===== src/rtl/cpu_loader_if.sv =====
// cpu_loader_if: byte-stream, memory write-port and cpu-control bundle around cpu_loader.
//   master: the stream source/system side (drives start, byte_valid, byte_data, cpu_idle).
//   slave : the loader (drives byte_ready, RAM/ROM write ports, cpu_setn, busy, done, run_cycles).
interface cpu_loader_if #(
    parameter int IMSB = 15,
    parameter int PMSB = 7,
    parameter int AMSB = 7,
    parameter int DMSB = 7
);
    logic            start;
    logic            byte_valid;
    logic [7:0]      byte_data;
    logic            byte_ready;
    logic            ram_we;
    logic [AMSB:0]   ram_addr;
    logic [DMSB:0]   ram_wdata;
    logic            rom_we;
    logic [PMSB:0]   rom_pc;
    logic [IMSB:0]   rom_inst;
    logic            cpu_setn;
    logic            cpu_idle;
    logic            busy;
    logic            done;
    logic [15:0]     run_cycles;

    modport master (
        output start, byte_valid, byte_data, cpu_idle,
        input  byte_ready, ram_we, ram_addr, ram_wdata, rom_we, rom_pc, rom_inst,
               cpu_setn, busy, done, run_cycles
    );

    modport slave (
        input  start, byte_valid, byte_data, cpu_idle,
        output byte_ready, ram_we, ram_addr, ram_wdata, rom_we, rom_pc, rom_inst,
               cpu_setn, busy, done, run_cycles
    );
endinterface


===== src/rtl/cpu_loader.sv =====
// cpu_loader: boot loader writing a RAM image then a ROM image from a byte stream, then running the cpu.
//   clk  : rising-edge clock
//   rstn : asynchronous active-low reset (shared with cpu.rstn)
//   bus  : cpu_loader_if.slave -- start, byte stream (valid/ready/data), RAM and ROM write ports,
//          cpu_setn/cpu_idle handshake with the cpu, busy/done status and run_cycles count.
module cpu_loader #(
    parameter int IMSB = 15,
    parameter int PMSB = 7,
    parameter int AMSB = 7,
    parameter int DMSB = 7
) (
    input logic          clk,
    input logic          rstn,
    cpu_loader_if.slave  bus
);
    typedef enum logic [2:0] {IDLE, LOAD_RAM, ROM_LO, ROM_HI, RUN, DONE} state_t;

    state_t        state;
    logic [AMSB:0] ra;
    logic [PMSB:0] pa;
    logic [7:0]    lo;
    logic [1:0]    settle;
    logic [15:0]   word;
    logic [DMSB:0] wd;
    logic [IMSB:0] wi;
    logic          xfer;

    assign xfer = bus.byte_valid && bus.byte_ready;
    assign word = {bus.byte_data, lo};

    // Zero-extend or truncate the stream byte / assembled word to the memory widths.
    always_comb begin
        wd = '0;
        wi = '0;
        for (int i = 0; i <= DMSB && i < 8; i++) wd[i] = bus.byte_data[i];
        for (int i = 0; i <= IMSB && i < 16; i++) wi[i] = word[i];
    end

    always_ff @(posedge clk or negedge rstn) begin
        if (!rstn) begin
            state          <= IDLE;
            ra             <= '0;
            pa             <= '0;
            lo             <= '0;
            settle         <= '0;
            bus.byte_ready <= 1'b0;
            bus.ram_we     <= 1'b0;
            bus.ram_addr   <= '0;
            bus.ram_wdata  <= '0;
            bus.rom_we     <= 1'b0;
            bus.rom_pc     <= '0;
            bus.rom_inst   <= '0;
            bus.cpu_setn   <= 1'b0;
            bus.busy       <= 1'b0;
            bus.done       <= 1'b0;
            bus.run_cycles <= '0;
        end else begin
            bus.ram_we <= 1'b0;
            bus.rom_we <= 1'b0;
            case (state)
                IDLE, DONE: if (bus.start) begin
                    state          <= LOAD_RAM;
                    ra             <= '0;
                    pa             <= '0;
                    bus.run_cycles <= '0;
                    bus.done       <= 1'b0;
                    bus.busy       <= 1'b1;
                    bus.byte_ready <= 1'b1;
                end
                LOAD_RAM: if (xfer) begin
                    bus.ram_we    <= 1'b1;
                    bus.ram_addr  <= ra;
                    bus.ram_wdata <= wd;
                    ra            <= ra + 1'b1;
                    if (&ra) state <= ROM_LO;
                end
                ROM_LO: if (xfer) begin
                    lo    <= bus.byte_data;
                    state <= ROM_HI;
                end
                ROM_HI: if (xfer) begin
                    bus.rom_we   <= 1'b1;
                    bus.rom_pc   <= pa;
                    bus.rom_inst <= wi;
                    pa           <= pa + 1'b1;
                    state        <= (&pa) ? RUN : ROM_LO;
                    if (&pa) begin
                        bus.byte_ready <= 1'b0;
                        bus.cpu_setn   <= 1'b1;
                        settle         <= '0;
                    end
                end
                RUN: begin
                    bus.run_cycles <= (&bus.run_cycles) ? bus.run_cycles : bus.run_cycles + 1'b1;
                    // cpu_idle is ignored for the first two RUN cycles while the cpu fetches its first instruction.
                    if (settle != 2'd2) settle <= settle + 1'b1;
                    else if (bus.cpu_idle) begin
                        state        <= DONE;
                        bus.cpu_setn <= 1'b0;
                        bus.busy     <= 1'b0;
                        bus.done     <= 1'b1;
                    end
                end
                default: state <= IDLE;
            endcase
        end
    end
endmodule


===== src/flat_wrapper.sv =====
// flat-port wrapper written by rule: the top's interface ports become plain ports
module cpu_loader_flat 
#(
    parameter int IMSB = 15,
    parameter int PMSB = 7,
    parameter int AMSB = 7,
    parameter int DMSB = 7
)
  (clk, rstn, bus_start, bus_byte_valid, bus_byte_data, bus_cpu_idle, bus_byte_ready, bus_ram_we, bus_ram_addr, bus_ram_wdata, bus_rom_we, bus_rom_pc, bus_rom_inst, bus_cpu_setn, bus_busy, bus_done, bus_run_cycles);
  cpu_loader_if #(.IMSB(IMSB), .PMSB(PMSB), .AMSB(AMSB), .DMSB(DMSB)) bus_i ();
  input logic clk;
  input logic rstn;
  input wire logic [$bits(bus_i.start)-1:0] bus_start;
  input wire logic [$bits(bus_i.byte_valid)-1:0] bus_byte_valid;
  input wire logic [$bits(bus_i.byte_data)-1:0] bus_byte_data;
  input wire logic [$bits(bus_i.cpu_idle)-1:0] bus_cpu_idle;
  output wire logic [$bits(bus_i.byte_ready)-1:0] bus_byte_ready;
  output wire logic [$bits(bus_i.ram_we)-1:0] bus_ram_we;
  output wire logic [$bits(bus_i.ram_addr)-1:0] bus_ram_addr;
  output wire logic [$bits(bus_i.ram_wdata)-1:0] bus_ram_wdata;
  output wire logic [$bits(bus_i.rom_we)-1:0] bus_rom_we;
  output wire logic [$bits(bus_i.rom_pc)-1:0] bus_rom_pc;
  output wire logic [$bits(bus_i.rom_inst)-1:0] bus_rom_inst;
  output wire logic [$bits(bus_i.cpu_setn)-1:0] bus_cpu_setn;
  output wire logic [$bits(bus_i.busy)-1:0] bus_busy;
  output wire logic [$bits(bus_i.done)-1:0] bus_done;
  output wire logic [$bits(bus_i.run_cycles)-1:0] bus_run_cycles;
  assign bus_i.start = bus_start;
  assign bus_i.byte_valid = bus_byte_valid;
  assign bus_i.byte_data = bus_byte_data;
  assign bus_i.cpu_idle = bus_cpu_idle;
  assign bus_byte_ready = bus_i.byte_ready;
  assign bus_ram_we = bus_i.ram_we;
  assign bus_ram_addr = bus_i.ram_addr;
  assign bus_ram_wdata = bus_i.ram_wdata;
  assign bus_rom_we = bus_i.rom_we;
  assign bus_rom_pc = bus_i.rom_pc;
  assign bus_rom_inst = bus_i.rom_inst;
  assign bus_cpu_setn = bus_i.cpu_setn;
  assign bus_busy = bus_i.busy;
  assign bus_done = bus_i.done;
  assign bus_run_cycles = bus_i.run_cycles;
  cpu_loader #(.IMSB(IMSB), .PMSB(PMSB), .AMSB(AMSB), .DMSB(DMSB)) u_core (.clk(clk), .rstn(rstn), .bus(bus_i));
endmodule

===== config.mk =====
export PLATFORM = sky130hd
export DESIGN_NAME = cpu_loader_flat
export DESIGN_NICKNAME = d
export VERILOG_FILES = /design/src/rtl/cpu_loader_if.sv /design/src/rtl/cpu_loader.sv /design/src/flat_wrapper.sv
export SDC_FILE = /design/constraint.sdc
export NUM_CORES = 1
export LEC_CHECK = 0
export CORE_ASPECT_RATIO = 0.6
export CORE_MARGIN = 5
export CORE_UTILIZATION = 47
export DETAILED_ROUTE_END_ITERATION = 8
export PLACE_DENSITY_LB_ADDON = 0.15
export SKIP_CTS_REPAIR_TIMING = 1
export SLEW_MARGIN = 25
export SYNTH_ARGS = -nofsm -noshare
export SYNTH_HDL_FRONTEND = slang
export SYNTH_SLANG_ARGS = --single-unit

===== constraint.sdc =====
create_clock -name clk -period 1.8 [get_ports clk]
set_clock_uncertainty 0.05 [all_clocks]
set_input_delay 0.36 -clock clk [delete_from_list [all_inputs] [get_ports clk]]
set_output_delay 0.36 -clock clk [all_outputs]
set_load 0.02 [all_outputs]

# Word level (Yosys, flattened, before mapping)
# Cells that the tools add are included.
# totals
elab_cells,95
reg_bits,91
in_bits,13
# op_classes
n_reduce_logical,21
n_eq_ne,16
n_addsub,4
mux,38
# op_table
cell,n
$mux W16,2
$pmux W16 S2,1
$pmux W8 S2,2
$mux W3,8
$mux W8,3
$add A16 B1 Y16 const B,1
$add A8 B1 Y8 const B,2
$reduce_and A16 Y1,1
$reduce_and A8 Y1,2
$pmux W3 S5,1
$mux W1,13
$ne A2 B1 Y1 const B,6
$reduce_and A4 Y1,3
$ne A2 B2 Y1 const B,5
$reduce_and A3 Y1,3
$pmux W1 S2,4
$reduce_bool A2 Y1,4
$reduce_and A7 Y1,1
$eq A3 B2 Y1 const B,2
$eq A3 B3 Y1 const B,2
$mux W2,3
$reduce_and A2 Y1,3
$reduce_and A5 Y1,1
$pmux W2 S2,1
5 further kinds,5

# Depth between registers and ports, before layout
# logic_depth
word_depth,4
mapped_depth,7

# Least setup slack after synthesis
# OpenSTA, ideal clock, no wires.
# synth_timing
path_kind,reg2reg
from,register u_core.bus.run_cycles[0] (netlist bit)
to,register u_core.bus.run_cycles[15] (netlist bit)
setup_slack_ns,-0.227
n_path_buf,0
t_required_ns,1.665
path_stages_with_launch,6
setup_ns,0.085
arrival_ns,1.892
path_cell_list,dfrtp_1 -> ha_1 -> nand4_1 -> nor4_2 -> and4b_1 -> o22ai_1
# synth_via
elab_chain_len,3
word_cells_on_any_way,6
# synth_rtl
element,line_no,text
"start, declared",cpu_loader_if.sv:35,"cpu_setn, busy, done, run_cycles"
"start signal, assigned",cpu_loader.sv:94,bus.run_cycles <= (&bus.run_cycles) ? bus.run_cycles : bus.run_cycles + 1'b1;
$add A16 B1 Y16 or $reduce_and A16 Y1 (tied branches),cpu_loader.sv:94,
$mux W16 or $ne A2 B2 Y1 (tied branches),-,
$pmux W16 S2 or $reduce_and A3 Y1 (tied branches),-,
# Parallel ways exist; a longest one is shown, timed or not. The select of a mux whose other input is x is not followed.
# A chain may end at the register's enable or synchronous reset.

# Worst setup path in the final report
# layout_timing
from,register u_core.state[0]
to,register u_core.bus.run_cycles[14] (netlist bit)
# layout_via
elab_chain_len,4
word_cells_on_any_way,9
# layout_rtl
element,line_no,text
"start, declared",cpu_loader.sv:18,state_t state;
"start signal, assigned",cpu_loader.sv:86,state <= (&pa) ? RUN : ROM_LO;
$eq A3 B3 Y1 or $logic_not A3 Y1 (tied branches),cpu_loader.sv:60,case (state)
$reduce_or A2 Y1,cpu_loader.sv:60,
$ne A2 B2 Y1 (no source line) or $reduce_bool A2 Y1 (tied branches),-,
$reduce_and A3 Y1 (no source line),-,
# Parallel ways exist; a longest one is shown, timed or not.

==> flow_summary.json <==
{
  "synth_fp_nets": 401,
  "power.switching_fraction_pct": 19.12,
  "syn_to_final_growth_pct": 39.29,
  "ys_async_sr_fraction_pct": 100.0,
  "ys.warnings.count": 0,
  "synthFlopType": "dfrtp_1",
  "crit_path_end_kind": "flop",
  "worstSetupStartpointType": "flop",
  "dpl.hpwl_mm": 7.311,
  "r2r_setup_slack_ns": 0.07,
  "r2r_cells": 4,
  "crit_type": "reg -> reg",
  "critPathMaxFanout": 4,
  "cap_viol_max_count": 0,
  "ys_types": 48,
  "ant_nets": 0,
  "yosysTopAreaCell": "dfrtp_1",
  "final-setup-viol-count": 0,
  "drtIter0Drc": 219,
  "dieHeight_um": 82.39,
  "leakagePower_nw": 2.735,
  "synth_most_common_cell": "dfrtp_1",
  "clkPwrFrac_pct": 47.0,
  "yosysSeqAreaShare_pct": 55.47,
  "cpPeakStageDelay_ns": 0.46,
  "switching_power_mw": 0.7775,
  "fill_cells": 680,
  "finalSetupTns_ns": 0,
  "netlist_top_cells_count": "dfrtp_1, nand2_1, mux2_2",
  "gr-usage-met2_pct": 29.40,
  "ioPinCount": 75,
  "pwr-share-seq_pct": 50.3,
  "gp_congestion": 0.8594,
  "grt_pass1_wl_mm": 16.97,
  "port_buffers": 74,
  "clkTransAtPathRegs_ns": 0.06,
  "overflow": 0,
  "slew_headroom_pct": 57.09,
  "vdd_drop_max_mv": 0.4763,
  "wl_per_cell_um": 16.39,
  "final_layout_size_suffix_gt1_share_pct": 22.57,
  "rsz0062_at_grt": "yes",
  "via_per_inst": 5.483,
  "max_freq_mhz": 576.5,
  "rows": 26,
  "nNetsFinal": 519,
  "synth_area_sq_mm": 0.004105,
  "core-area_sq_mm": 0.008523,
  "synth_edf_count": 0,
  "synth_area_leaders": "dfrtp_1, mux2_2, nand2_1",
  "grt_util_all_layers_pct": 20.35,
  "p_int_mw": 3.289,
  "vias": 3383,
  "start_util_pct": 48.17,
  "crit_start": "u_core.state[0]$_DFFE_PN0P_",
  "wl_mm": 10.11,
  "cpMaxStageDelayCell": "or4_4",
  "combPwrFrac_pct": 2.7,
  "r2r-end": "u_core.bus.run_cycles[14]$_DFFE_PN0P_",
  "drc": 0,
  "antenna_found_initial": 0,
  "root_buffer": "clkbuf_16",
  "syn_area_per_cell_sq_um": 10.69,
  "endpoint": "u_core.bus.run_cycles[14]$_DFFE_PN0P_",
  "grt.busiest_layer": "met1",
  "fin_crit_ns": 1.735,
  "min_path_type": "reg -> reg",
  "n_antenna_cell": 0,
  "die_x_um": 130.7,
  "maxSlewViolCount": 0,
  "synthCells": 384,
  "cp_data_arrival_time_ns": 1.90,
  "fin_crit_sh_pct": 96.37,
  "synth_top_area_share_pct": 55.47,
  "clockBufferDepth": 2,
  "critical_path.cell_chain": "or3b_1 -> or4_4 -> o311ai_2 -> o31ai_1",
  "status": "completed",
  "hold_viol_final": 0,
  "tightest_slew_ns": 0.6436,
  "dieArea_sq_mm": 0.01076,
  "grtUsageMet3_pct": 7.198,
  "synth-seq-cells": 91,
  "cellPowerDensity_mw_per_mm2": 711.2,
  "h-tree-depth": 3,
  "clock_sinks": 91,
  "grt_max_degree": 54,
  "numCtsBuffers": 9,
  "fin_total_pwr_mw": 4.067,
  "grt.met1_usage_pct": 29.64,
  "grt_pass1_vias": 3369,
  "rr_startpoint": "u_core.state[0]$_DFFE_PN0P_",
  "first_pass_iters": 5,
  "required_ns": 1.96,
  "cts_tree": "done",
  "clk_latency_ns": 0.34
}
## state kept, by name, summed over array words and instances, names as in the netlist, 2 cells and up
signal                 flops
u_core.pa                  8
u_core.bus.ram_wdata       8
u_core.lo                  8
u_core.settle              2
u_core.bus.rom_inst       16
u_core.ra                  8
u_core.bus.rom_pc          8
u_core.state               3
u_core.bus.run_cycles     16
u_core.bus.ram_addr        8
## through the flow
stage                     std cells  hold WS, ns  worst slack [ns]  util [%]  instance area, sq um
after global placement          601       0.3037           -0.1605     62.52                  5329
after floorplan                 384      0.01441           -0.1184         -                  4130
after CTS                       615     -0.05735          -0.09011     66.02                  5627
final                           617       0.4214           0.06541     67.09                  5718
after global routing            617       0.4508          -0.02774     67.09                  5718
after detailed placement        601       0.3079           -0.2166     62.52                  5329
## how the worst min path moves through the flow
stage | to | depth (start not counted) | start | slack (ns)
6_report | u_core.bus.ram_addr[0]$_DFFE_PN0P_ | 2 | u_core.bus.ram_addr[0]$_DFFE_PN0P_ | 0.42
5_1_grt | u_core.bus.ram_wdata[1]$_DFFE_PN0P_ | 2 | u_core.bus.ram_wdata[1]$_DFFE_PN0P_ | 0.45
4_1_cts | u_core.bus.rom_inst[15]$_DFFE_PN0P_ | 2 | rstn | -0.06
3_5_place_dp | u_core.bus.rom_inst[15]$_DFFE_PN0P_ | 2 | rstn | 0.31
3_3_place_gp | u_core.bus.rom_inst[15]$_DFFE_PN0P_ | 2 | rstn | 0.30
2_1_floorplan | u_core.bus.busy$_DFFE_PN0P_ | 0 | rstn | 0.01
## cell type report
cell class | count | area, sq um | area share [%]
repair buffers | 122 | 1184 | 20.70
well taps | 112 | 140.1 | 2.451
multi-input cells | 270 | 1787 | 31.25
clock buffers | 11 | 232.7 | 4.070
inverters | 8 | 30.03 | 0.5252
clock inverters | 3 | 65.06 | 1.138
flip-flops and latches | 91 | 2280 | 39.87
## power groups by stage
stage               Sequential [mW]  Combinational, mW  Clock, mW
detailed placement             2.08              0.110          0
global placement               2.08              0.108          0
floorplan                      2.09             0.0152          0
CTS                            2.05              0.110       1.96
global route                   2.05              0.125       2.04
finish                         2.05              0.109       1.91
## kinds of logic (layout without fill, tap and decap cells)
kind of cell | after synthesis | in the layout | share of synthesized area [%]
adder cells (fa/ha/maj) | 4 | 4 | 1.219
flip-flops | 91 | 91 | 55.47
XOR/XNOR | 1 | 1 | 0.2134
AND/OR/NAND/NOR | 150 | 150 | 17.68
buffers and inverters | 23 | 144 | 2.286
AO/OA/AOI/OAI | 75 | 75 | 12.31
multiplexers | 40 | 40 | 10.82
## cell usage in the layout, fill, tap and decap left out, types with 7 or more instances in the layout
cell and count:
dfrtp_1 89, nand2_1 75, clkdlybuf4s50_1 55, buf_4 45
mux2_2 35, o21ai_0 23, dlymetal6s2s_1 18, nor2_1 13
nand3_1 13, a21oi_1 12, o211ai_1 10, clkbuf_16 9
inv_1 8, nor3_1 8, nand4_1 7
## routing by layer
| layer | wire (um) | part of all wire [%] | up-vias |
|---|---|---|---|
| met3 | 691 | 6.8 | 8 |
| met5 | 0 | 0 | - |
| met2 | 4436 | 44 | 96 |
| met1 | 4924 | 49 | 1657 |
| li1 | - | - | 1622 |
| met4 | 61 | 0.60 | 0 |
## critical path, delay by kind of cell, from the launching register on
kind / cells / cell delay [ns]
AOI/OAI and AO/OA: 2 / 0.34
and+or+nand+nor: 2 / 0.86
DFF: 1 / 0.37
Note: power is estimated with default switching activity, not from simulation.
